## src/rtl/comb_pkg.sv

```systemverilog
// comb_pkg
//   Shared types and constants for the packed operand path.
//   - DW_DEF      : default half-word width (32).
//   - cs_state_t  : splitter FSM states {IDLE, HI, LO}.
//   - comb_word_t : packed {op1, op2} word as produced by the packing stage.
package comb_pkg;

  localparam int DW_DEF = 32;

  typedef enum logic [1:0] {
    IDLE = 2'd0,
    HI   = 2'd1,
    LO   = 2'd2
  } cs_state_t;

  typedef logic [2*DW_DEF-1:0] comb_word_t;

endpackage

```

## src/rtl/comb_sum_check.sv

```systemverilog
// comb_sum_check
//   Purely combinational cross-check of the adder output. The two halves are
//   added at full DW+1 width, so the carry out is kept, and the result is
//   compared against the sum that travelled with the word.
// Ports:
//   hi, lo    in  DW    operands (op1, op2)
//   exp_sum   in  DW+1  sum supplied by the upstream adder
//   mismatch  out 1     high when exp_sum differs from hi + lo
module comb_sum_check #(
  parameter int DW = 32
) (
  input  logic [DW-1:0] hi,
  input  logic [DW-1:0] lo,
  input  logic [DW:0]   exp_sum,
  output logic          mismatch
);

  logic [DW:0] sum;

  assign sum      = {1'b0, hi} + {1'b0, lo};
  assign mismatch = (sum != exp_sum);

endmodule

```

## src/rtl/comb_splitter.sv

```systemverilog
// comb_splitter
//   Width down-converter: accepts one packed {op1, op2} word plus its
//   precomputed sum and replays op1 then op2 as two DW-bit half-words.
//   The sum is checked on accept; mismatches pulse sum_err and bump a
//   saturating counter, but both halves are always forwarded.
// Ports:
//   clk, rst          clock and asynchronous active-high reset
//   in_valid/in_ready packed word handshake (in_ready never depends on in_valid)
//   in_data  [2*DW]   {op1, op2}, op1 in the upper half
//   in_sum   [DW+1]   expected op1 + op2
//   out_valid/out_ready half-word handshake
//   out_data [DW]     current half-word
//   out_last          high on the op2 half
//   sum_err           one-cycle pulse, aligned with the first HI cycle
//   err_cnt  [CNT_W]  saturating mismatch count
module comb_splitter
  import comb_pkg::*;
#(
  parameter int DW    = DW_DEF,
  parameter int CNT_W = 8
) (
  input  logic            clk,
  input  logic            rst,
  input  logic            in_valid,
  output logic            in_ready,
  input  logic [2*DW-1:0] in_data,
  input  logic [DW:0]     in_sum,
  output logic            out_valid,
  input  logic            out_ready,
  output logic [DW-1:0]   out_data,
  output logic            out_last,
  output logic            sum_err,
  output logic [CNT_W-1:0] err_cnt
);

  // Saturating increment: holds at all-ones instead of wrapping.
  function automatic logic [CNT_W-1:0] sat_inc(input logic [CNT_W-1:0] c);
    if (&c) begin
      return c;
    end
    return c + {{(CNT_W-1){1'b0}}, 1'b1};
  endfunction

  cs_state_t        state_q, state_d;
  logic             out_valid_q, out_valid_d;
  logic [DW-1:0]    out_data_q, out_data_d;
  logic             out_last_q, out_last_d;
  logic             sum_err_q, sum_err_d;
  logic [CNT_W-1:0] err_cnt_q, err_cnt_d;
  logic [DW-1:0]    lo_q, lo_d;

  logic accept;
  logic mismatch;

  comb_sum_check #(
    .DW (DW)
  ) u_sum_check (
    .hi       (in_data[2*DW-1:DW]),
    .lo       (in_data[DW-1:0]),
    .exp_sum  (in_sum),
    .mismatch (mismatch)
  );

  // Ready from state and out_ready only; LO can hand over to the next word
  // in the same cycle its second half is consumed.
  assign in_ready = !rst && ((state_q == IDLE) || ((state_q == LO) && out_ready));
  assign accept   = in_valid && in_ready;

  always_comb begin
    state_d     = state_q;
    out_valid_d = out_valid_q;
    out_data_d  = out_data_q;
    out_last_d  = out_last_q;
    lo_d        = lo_q;
    sum_err_d   = accept && mismatch;
    err_cnt_d   = (accept && mismatch) ? sat_inc(err_cnt_q) : err_cnt_q;

    case (state_q)
      IDLE: begin
        if (accept) begin
          state_d     = HI;
          out_valid_d = 1'b1;
          out_data_d  = in_data[2*DW-1:DW];
          out_last_d  = 1'b0;
          lo_d        = in_data[DW-1:0];
        end
      end
      HI: begin
        if (out_ready) begin
          state_d    = LO;
          out_data_d = lo_q;
          out_last_d = 1'b1;
        end
      end
      LO: begin
        if (out_ready) begin
          if (accept) begin
            state_d     = HI;
            out_valid_d = 1'b1;
            out_data_d  = in_data[2*DW-1:DW];
            out_last_d  = 1'b0;
            lo_d        = in_data[DW-1:0];
          end else begin
            state_d     = IDLE;
            out_valid_d = 1'b0;
          end
        end
      end
      default: begin
        state_d     = IDLE;
        out_valid_d = 1'b0;
      end
    endcase
  end

  // Control and output registers.
  always_ff @(posedge clk or posedge rst) begin
    if (rst) begin
      state_q     <= IDLE;
      out_valid_q <= 1'b0;
      out_data_q  <= '0;
      out_last_q  <= 1'b0;
      sum_err_q   <= 1'b0;
      err_cnt_q   <= '0;
    end else begin
      state_q     <= state_d;
      out_valid_q <= out_valid_d;
      out_data_q  <= out_data_d;
      out_last_q  <= out_last_d;
      sum_err_q   <= sum_err_d;
      err_cnt_q   <= err_cnt_d;
    end
  end

  // Pending op2 half; only meaningful while in HI, so it needs no reset.
  always_ff @(posedge clk) begin
    lo_q <= lo_d;
  end

  assign out_valid = out_valid_q;
  assign out_data  = out_data_q;
  assign out_last  = out_last_q;
  assign sum_err   = sum_err_q;
  assign err_cnt   = err_cnt_q;

endmodule

```

## config.mk

```make
export PLATFORM = sky130hd
export DESIGN_NAME = comb_splitter
export DESIGN_NICKNAME = d
export VERILOG_FILES = /design/src/rtl/comb_pkg.sv /design/src/rtl/comb_sum_check.sv /design/src/rtl/comb_splitter.sv
export SDC_FILE = /design/constraint.sdc
export NUM_CORES = 1
export LEC_CHECK = 0
export BUFFER_PORTS_ARGS = -buffer_cell sky130_fd_sc_hd__clkbuf_2
export CORE_UTILIZATION = 54
export DETAILED_ROUTE_END_ITERATION = 10
export GPL_ROUTABILITY_DRIVEN = 0
export GPL_TIMING_DRIVEN = 0
export PLACE_DENSITY = 0.84
export SETUP_SLACK_MARGIN = 0.3
export SYNTH_ARGS = -nofsm -noshare
export SYNTH_HDL_FRONTEND = slang
export SYNTH_SLANG_ARGS = --single-unit
```

## constraint.sdc

```tcl
create_clock -name clk -period 2.7 [get_ports clk]
set_clock_uncertainty 0.1 [all_clocks]
set_input_delay 0.27 -clock clk [delete_from_list [all_inputs] [get_ports clk]]
set_output_delay 0.27 -clock clk [all_outputs]
set_load 0.01 [all_outputs]
```

== Word level (Yosys, flattened, before mapping) ==
Index checks and enable logic that the tools add are counted.
Cells by class
  shift operators: 0
  order comparisons: 0
  multiply operators: 0
  muxes and demuxes: 22
  reduce and logical (&&, ||, !) cells: 15
  bitwise operators: 1
  divide/modulo/power cells: 0
  equality and inequality tests: 7
  $add $sub $neg: 2
Operators with widths (number)
  2-to-1 mux 32 bit: 5
  one-hot mux 32 bit (3 select lines): 1
  one-hot mux 32 bit (2 select lines): 1
  adder 32 x 32 -> 33 bit: 1
  inequality test 33 bit: 1
  AND reduction 3 bit: 3
  adder 8 x 1 -> 8 bit (second input constant): 1
  2-to-1 mux 1 bit: 8
  2-to-1 mux 8 bit: 1
  inequality test 2 bit (second input constant): 4
  AND reduction 8 bit: 1
  2-to-1 mux 2 bit: 3
  one-hot mux 1 bit (3 select lines): 2
  one-hot mux 2 bit (3 select lines): 1
  logical AND 1 bit: 4
  AND reduction 2 bit: 2
  nonzero test 3 bit: 1
  equality test 2 x 1 -> 1 bit (second input constant): 1
  equality test 2 bit (second input constant): 1
  zero test 2 bit: 1
  nonzero test 2 bit: 1
  zero test 1 bit: 1
  logical OR 1 bit: 1
  inverter 1 bit: 1
Storage, ports and cells
  memories kept: 0
  register bits: 77
  RAM bits: 0
  input port bits: 101
  bits in latches: 0
  bits in read-only memories: 0
  logic and storage cells: 54

== Logic depth before layout (Yosys ltp) ==
  depth after elaboration: 8
  gate-level depth with buffers: 15
  mapped depth without buffers: 13

== Modules after synthesis ==
From an unflattened synthesis, not the netlist that was laid out.
Second synthesis, totals
  cell total of the unflattened synthesis: 583
  area, all modules: 5606.6 µm²
Modules (own cells, without submodules)
  comb_splitter: sequential area each 2087.0 µm², area each 3129.3 µm², cells an instance 235, times used 1
  comb_sum_check: sequential area each 0.0 µm², area each 2477.4 µm², cells an instance 348, times used 1

== Worst setup path before layout ==
OpenSTA, ideal clock, no wires.
  path type: input-to-reg
  start: input port in_data[0]
  end: register err_cnt_q[1], in the netlist err_cnt[1]
  library setup time: 128 ps
  setup slack: -897 ps
  arrival: 3369 ps
  data required time: 2472 ps
  cell stages on the path: 14
  cell sequence: ha_1 > fa_1 > a21o_1 > a21oi_1 > xnor2_1 > or4_1 > nor4_2 > nand4_1 > nor4_1 > nand4_1 > or3_1 > buf_6 > nand3_2 > mux2_1
On the way
  longest elaborated chain between the ends: 4
Ends and longest elaborated chain
  from (decl): RTL line comb_splitter.sv:26  | input logic [2*DW-1:0] in_data,
  adder 32 x 32 -> 33 bit: RTL line comb_sum_check.sv:20  | assign sum = {1'b0, hi} + {1'b0, lo};
  inequality test 33 bit: RTL line comb_sum_check.sv:21  | assign mismatch = (sum != exp_sum);
  logical AND 1 bit: RTL line comb_splitter.sv:76  | err_cnt_d = (accept && mismatch) ? sat_inc(err_cnt_q) : err_cnt_q;
  AND reduction 2 bit (no line)
  to (signal assigned): RTL line comb_splitter.sv:131  | err_cnt_q <= err_cnt_d;
  to (decl): RTL line comb_splitter.sv:49  | logic [CNT_W-1:0] err_cnt_q, err_cnt_d;
No other way between the ends.
A chain may end at the register's enable or synchronous reset.

== Worst setup path in the final report ==
Same ends and word-level chain as after synthesis.

==> impl_summary.log <==
INFO  metric outcome = complete, but fails checks
INFO  metric violations_in_the_final_reports = setup timing
INFO  metric synth_cell_type_count = 76
INFO  metric cell_internal_pwr = approximately 0.0026 W
INFO  metric clock_tree.root_cell = clkbuf_8
INFO  metric start_util = 0.5649
INFO  metric area_used_by_multi_input_combinational_logic = about 3700 sq um
INFO  metric clk-insertion-delay-late = ~370 ps
INFO  metric post_route_drc_violation_count = 0
INFO  metric synth.cell_area = 5598 sq um
INFO  metric synth_top_area_cell = dfrtp_1
INFO  metric hold_violations = 0
INFO  metric holdCritPathClass = primary input to flop
INFO  metric chipHeight = slightly above 100 um
INFO  metric grt_use_total = 0.3060
INFO  metric number_of_global_route_vias_before_repair = approximately 5500
INFO  metric synth.area.mux_share = 0.06817
INFO  metric max-cap-violations = 0
INFO  metric cts_buffers = 9
INFO  metric grt_overflow_total = 0
INFO  metric p_per_area = 591.0 nW/um^2
INFO  metric die_area = 10780 sq um
INFO  metric antenna_found_initial = 0
INFO  metric synth-edff-count = 32
INFO  metric cellLeakagePower = around 3.2 nW
INFO  metric required = ~2900 ps
INFO  metric pwr-share-seq = 0.376
INFO  metric die_w = slightly above 100 um
INFO  metric vias_per_cell = roughly 6.4
INFO  metric ctsHtreeMaxLevel = 3
INFO  metric period_share = 1.251
INFO  metric setup_viol = 9
INFO  metric floorplan.io_pins = ~150
INFO  metric nets = around 920
INFO  metric crit_arrival = between 3000 and 4000 ps
INFO  metric placed_area = ~6600 sq um
INFO  metric ys_dominant_reg_cell = dfrtp_1
INFO  metric clkPwrFrac = 0.206
INFO  metric synth.top_cell.area_share = 0.2012
INFO  metric dpl.hpwl = 12.32 mm
INFO  metric rows = 36
INFO  metric yosys.area_share.simple = 0.1650
INFO  metric holdPathStages = 1
INFO  metric area_delta_synth_final = 32.41%
INFO  metric synth-seq-cells = 77
INFO  metric ys.warnings.count = 0
INFO  metric ff2ff_path_depth = 8
INFO  metric synth_fa_ha_area_frac = 0.07734
INFO  metric slew-limit-headroom = 0.5181
INFO  metric setup.worst_path.class = primary input to flop
INFO  metric post_synth_main_area_contributors = dfrtp_1, edfxtp_1, ha_1
INFO  metric setup-tns-final = -5076 ps
INFO  metric synth_xor_xnor_area_share = 0.07041
INFO  metric setup.worst_path.end_class = flop
INFO  metric antenna_cells_inserted = 0
INFO  metric synthesis.nets = approximately 740
INFO  metric cp-start-kind = primary input
INFO  metric final-max-slew-violation-count = 0
INFO  metric firstDrtPassIters = 6
INFO  metric synth.yosys.seq_area_share = 0.3728
INFO  metric n_fill_cell = a little over 700
INFO  metric vdd.ir_drop.worst = 377.9 uV
INFO  metric synth-compound-area-share = 0.2164
INFO  metric antenna_violating_nets_left = 0
INFO  metric detail_route.iter0.violations = approximately 640
INFO  metric cts_buffer_depth = 2
INFO  metric cts.reportedPaths.clkPinSlew = roughly 90 ps
INFO  metric largest_net_degree_at_the_start_of_global_routing = 39
INFO  metric grt_first_pass_wirelength = about 26 mm
INFO  metric routed_wire_length_per_instance = roughly 19 um
INFO  metric synth-async-reset-ratio = 0.5844
INFO  metric synth_top_family_by_area = compound AO/OA/AOI/OAI gates
INFO  metric comb_power_share = 0.418
INFO  metric num_vias = between 5000 and 6000
INFO  metric tritoncts = done
INFO  metric cts_sinks = 77
INFO  metric post-layout-total-power = around 0.0044 W
INFO  metric postSynthCellCount = 600
INFO  metric syn-mean-instance-area = 9.330 sq um
INFO  metric switching_power = approximately 0.0017 W
INFO  metric finalWorstSetupSlack = -679.0 ps
INFO  metric core-area = roughly 9900 sq um
INFO  metric worst_pin_slew = 722.9 ps
INFO  metric layout_min_cycle_time = between 3000 and 4000 ps
INFO  metric netSwitchingFraction = 0.3957
INFO  metric timing.fmax = between 0.2 and 0.3 GHz
INFO  metric routed_wirelength = 17.72 mm
INFO  metric post_layout_instance_area = ~7400 sq um
INFO  metric grt_setup_unrepaired = true
INFO  metric post_route_cells_drive_above_1_share = 0.3384
INFO  metric crit_fanout = 7
INFO  metric seqCellArea = 2087 sq um
INFO  metric numPortBuffers = roughly 140
synth_stat cells (3+ instances only):
| library cell | number |
|---|---|
| nand2_1 | 68 |
| o21ai_0 | 64 |
| dfrtp_1 | 45 |
| a21oi_1 | 41 |
| mux2i_1 | 37 |
| ha_1 | 33 |
| edfxtp_1 | 32 |
| nor2_1 | 32 |
| xnor2_1 | 30 |
| nand4_1 | 16 |
| xor2_1 | 15 |
| clkbuf_1 | 13 |
| nor3_1 | 11 |
| nand3_1 | 10 |
| a211oi_1 | 9 |
| a21o_1 | 9 |
| and3_1 | 9 |
| inv_1 | 9 |
| buf_2 | 7 |
| nand2b_1 | 7 |
| o21ai_1 | 6 |
| nor2b_1 | 5 |
| a2111oi_0 | 4 |
| a31oi_1 | 4 |
| and2_1 | 4 |
| and4_1 | 4 |
| nor4_1 | 4 |
| o211ai_1 | 4 |
| a22o_1 | 3 |
| a22oi_1 | 3 |
| a311oi_1 | 3 |
| a41oi_1 | 3 |
| buf_4 | 3 |
| o21a_1 | 3 |
| or3_1 | 3 |
path summary, 6_finish.rpt:
check | start | endpoint | slack (ps)
worst min register to register | out_data[12]$_DFFE_PP0P_ | out_data[12]$_DFFE_PP0P_ | 390
worst max-delay path | in_data[0] | err_cnt[1]$_DFFE_PP0P_ | -680
worst min-delay path | in_data[10] | lo_q[10]$_DFFE_PP_ | 4
max in group asynchronous | rst | out_data[2]$_DFFE_PP0P_ | 1640
min in group asynchronous | rst | state_q[0]$_DFFE_PP0P_ | 350
worst max register to register | state_q[1]$_DFFE_PP0P_ | out_data[28]$_DFFE_PP0P_ | 440
repair_timing:
item,CTS,global route
hold endpoints to repair,37,1
hold buffers,20,1
pin swaps,10,14
endpoints found under the setup margin,41,41
setup buffers,3,4
resized for setup,29,79
stage by stage:
step	hold slack (ps)	util	setup WS, ps	instances
final	3.678	0.7480	-679.0	922
after global routing	-2.420	0.7480	-717.0	922
after CTS	0.07114	0.7154	-633.2	917
after detailed placement	206.1	0.6614	-1283	878
after global placement	360.8	0.6593	-1239	877
after floorplan	256.3	-	-579.4	600
per-layer routing:
metal | global-route usage | vias to the layer above | part of all wire
li1 | - | 2632 | -
met2 | 0.5105 | 388 | 0.48
met1 | 0.3927 | 2746 | 0.40
met5 | 0 | - | 0
met4 | 0.1276 | 0 | 0.046
met3 | 0.05160 | 92 | 0.074
area by class of cell:
cell class / instances / area share
plain buffers: 26 / 0.02194
clock buffers: 10 / 0.02009
clock inverters: 6 / 0.007090
inverters: 9 / 0.006246
multi-input cells: 488 / 0.5020
flip-flops and latches: 77 / 0.2816
well taps: 133 / 0.02245
repair buffers: 173 / 0.1386
kinds of logic (layout without fill, tap and decap cells):
group                      after synthesis  count (layout)
AOI/OAI and AO/OA                      186             186
DFF                                     77              77
xor gates and xnor gates                45              45
adders and majority gates               34              34
muxes                                   38              38
and+or+nand+nor                        185             185
buffers and inverters                   35             224
cells in the final DEF, fill, tap and decap left out, types with 4 or more instances in the layout:
master         count
a21o_1             9
inv_1              7
xnor2_1           26
ha_1              25
nor2_1            31
o21ai_2            9
and2_1             4
clkbuf_2         152
and3_1             9
buf_2              6
nor2b_1            5
edfxtp_1          32
o211ai_1           4
mux2i_1           37
buf_4              8
nor3_1            10
nand4_1           16
o21ai_0           58
a21oi_1           33
xnor2_2            4
xor2_1            15
a21oi_2            6
ha_4               4
ha_2               4
a211oi_1           6
nand2_2            5
clkbuf_8           9
nand2_1           64
a2111oi_2          4
dfrtp_1           45
nand3_1           10
dlygate4sd3_1     21
nand2b_1           7
buf_6              7
state kept, by name, indices dropped and copies added (netlist names):
signal	count
err_cnt	8
lo_q	32
out_data	32
out_last	1
out_valid	1
state_q	2
sum_err	1
power groups by stage:
stage | registers, W | clock network, W | logic (W)
2_1_floorplan | 0.00175 | 0 | 0.000905
3_3_place_gp | 0.00165 | 0 | 0.00155
3_5_place_dp | 0.00167 | 0 | 0.00159
4_1_cts | 0.00164 | 0.000902 | 0.00167
5_1_grt | 0.00168 | 0.000960 | 0.00197
6_report | 0.00165 | 0.000903 | 0.00183
worst max-delay path: stages:
cell       delay, ps
buf_8            100
ha_4             150
fa_2             380
a211oi_4         320
o21ai_4          160
a22o_1           310
o21ai_2          220
mux2i_1          140
a2111oi_2        400
nand4_1          150
or3_4            370
buf_6            150
nand3_4           80
mux2_4           310
Note: power is estimated with default switching activity, not from simulation.
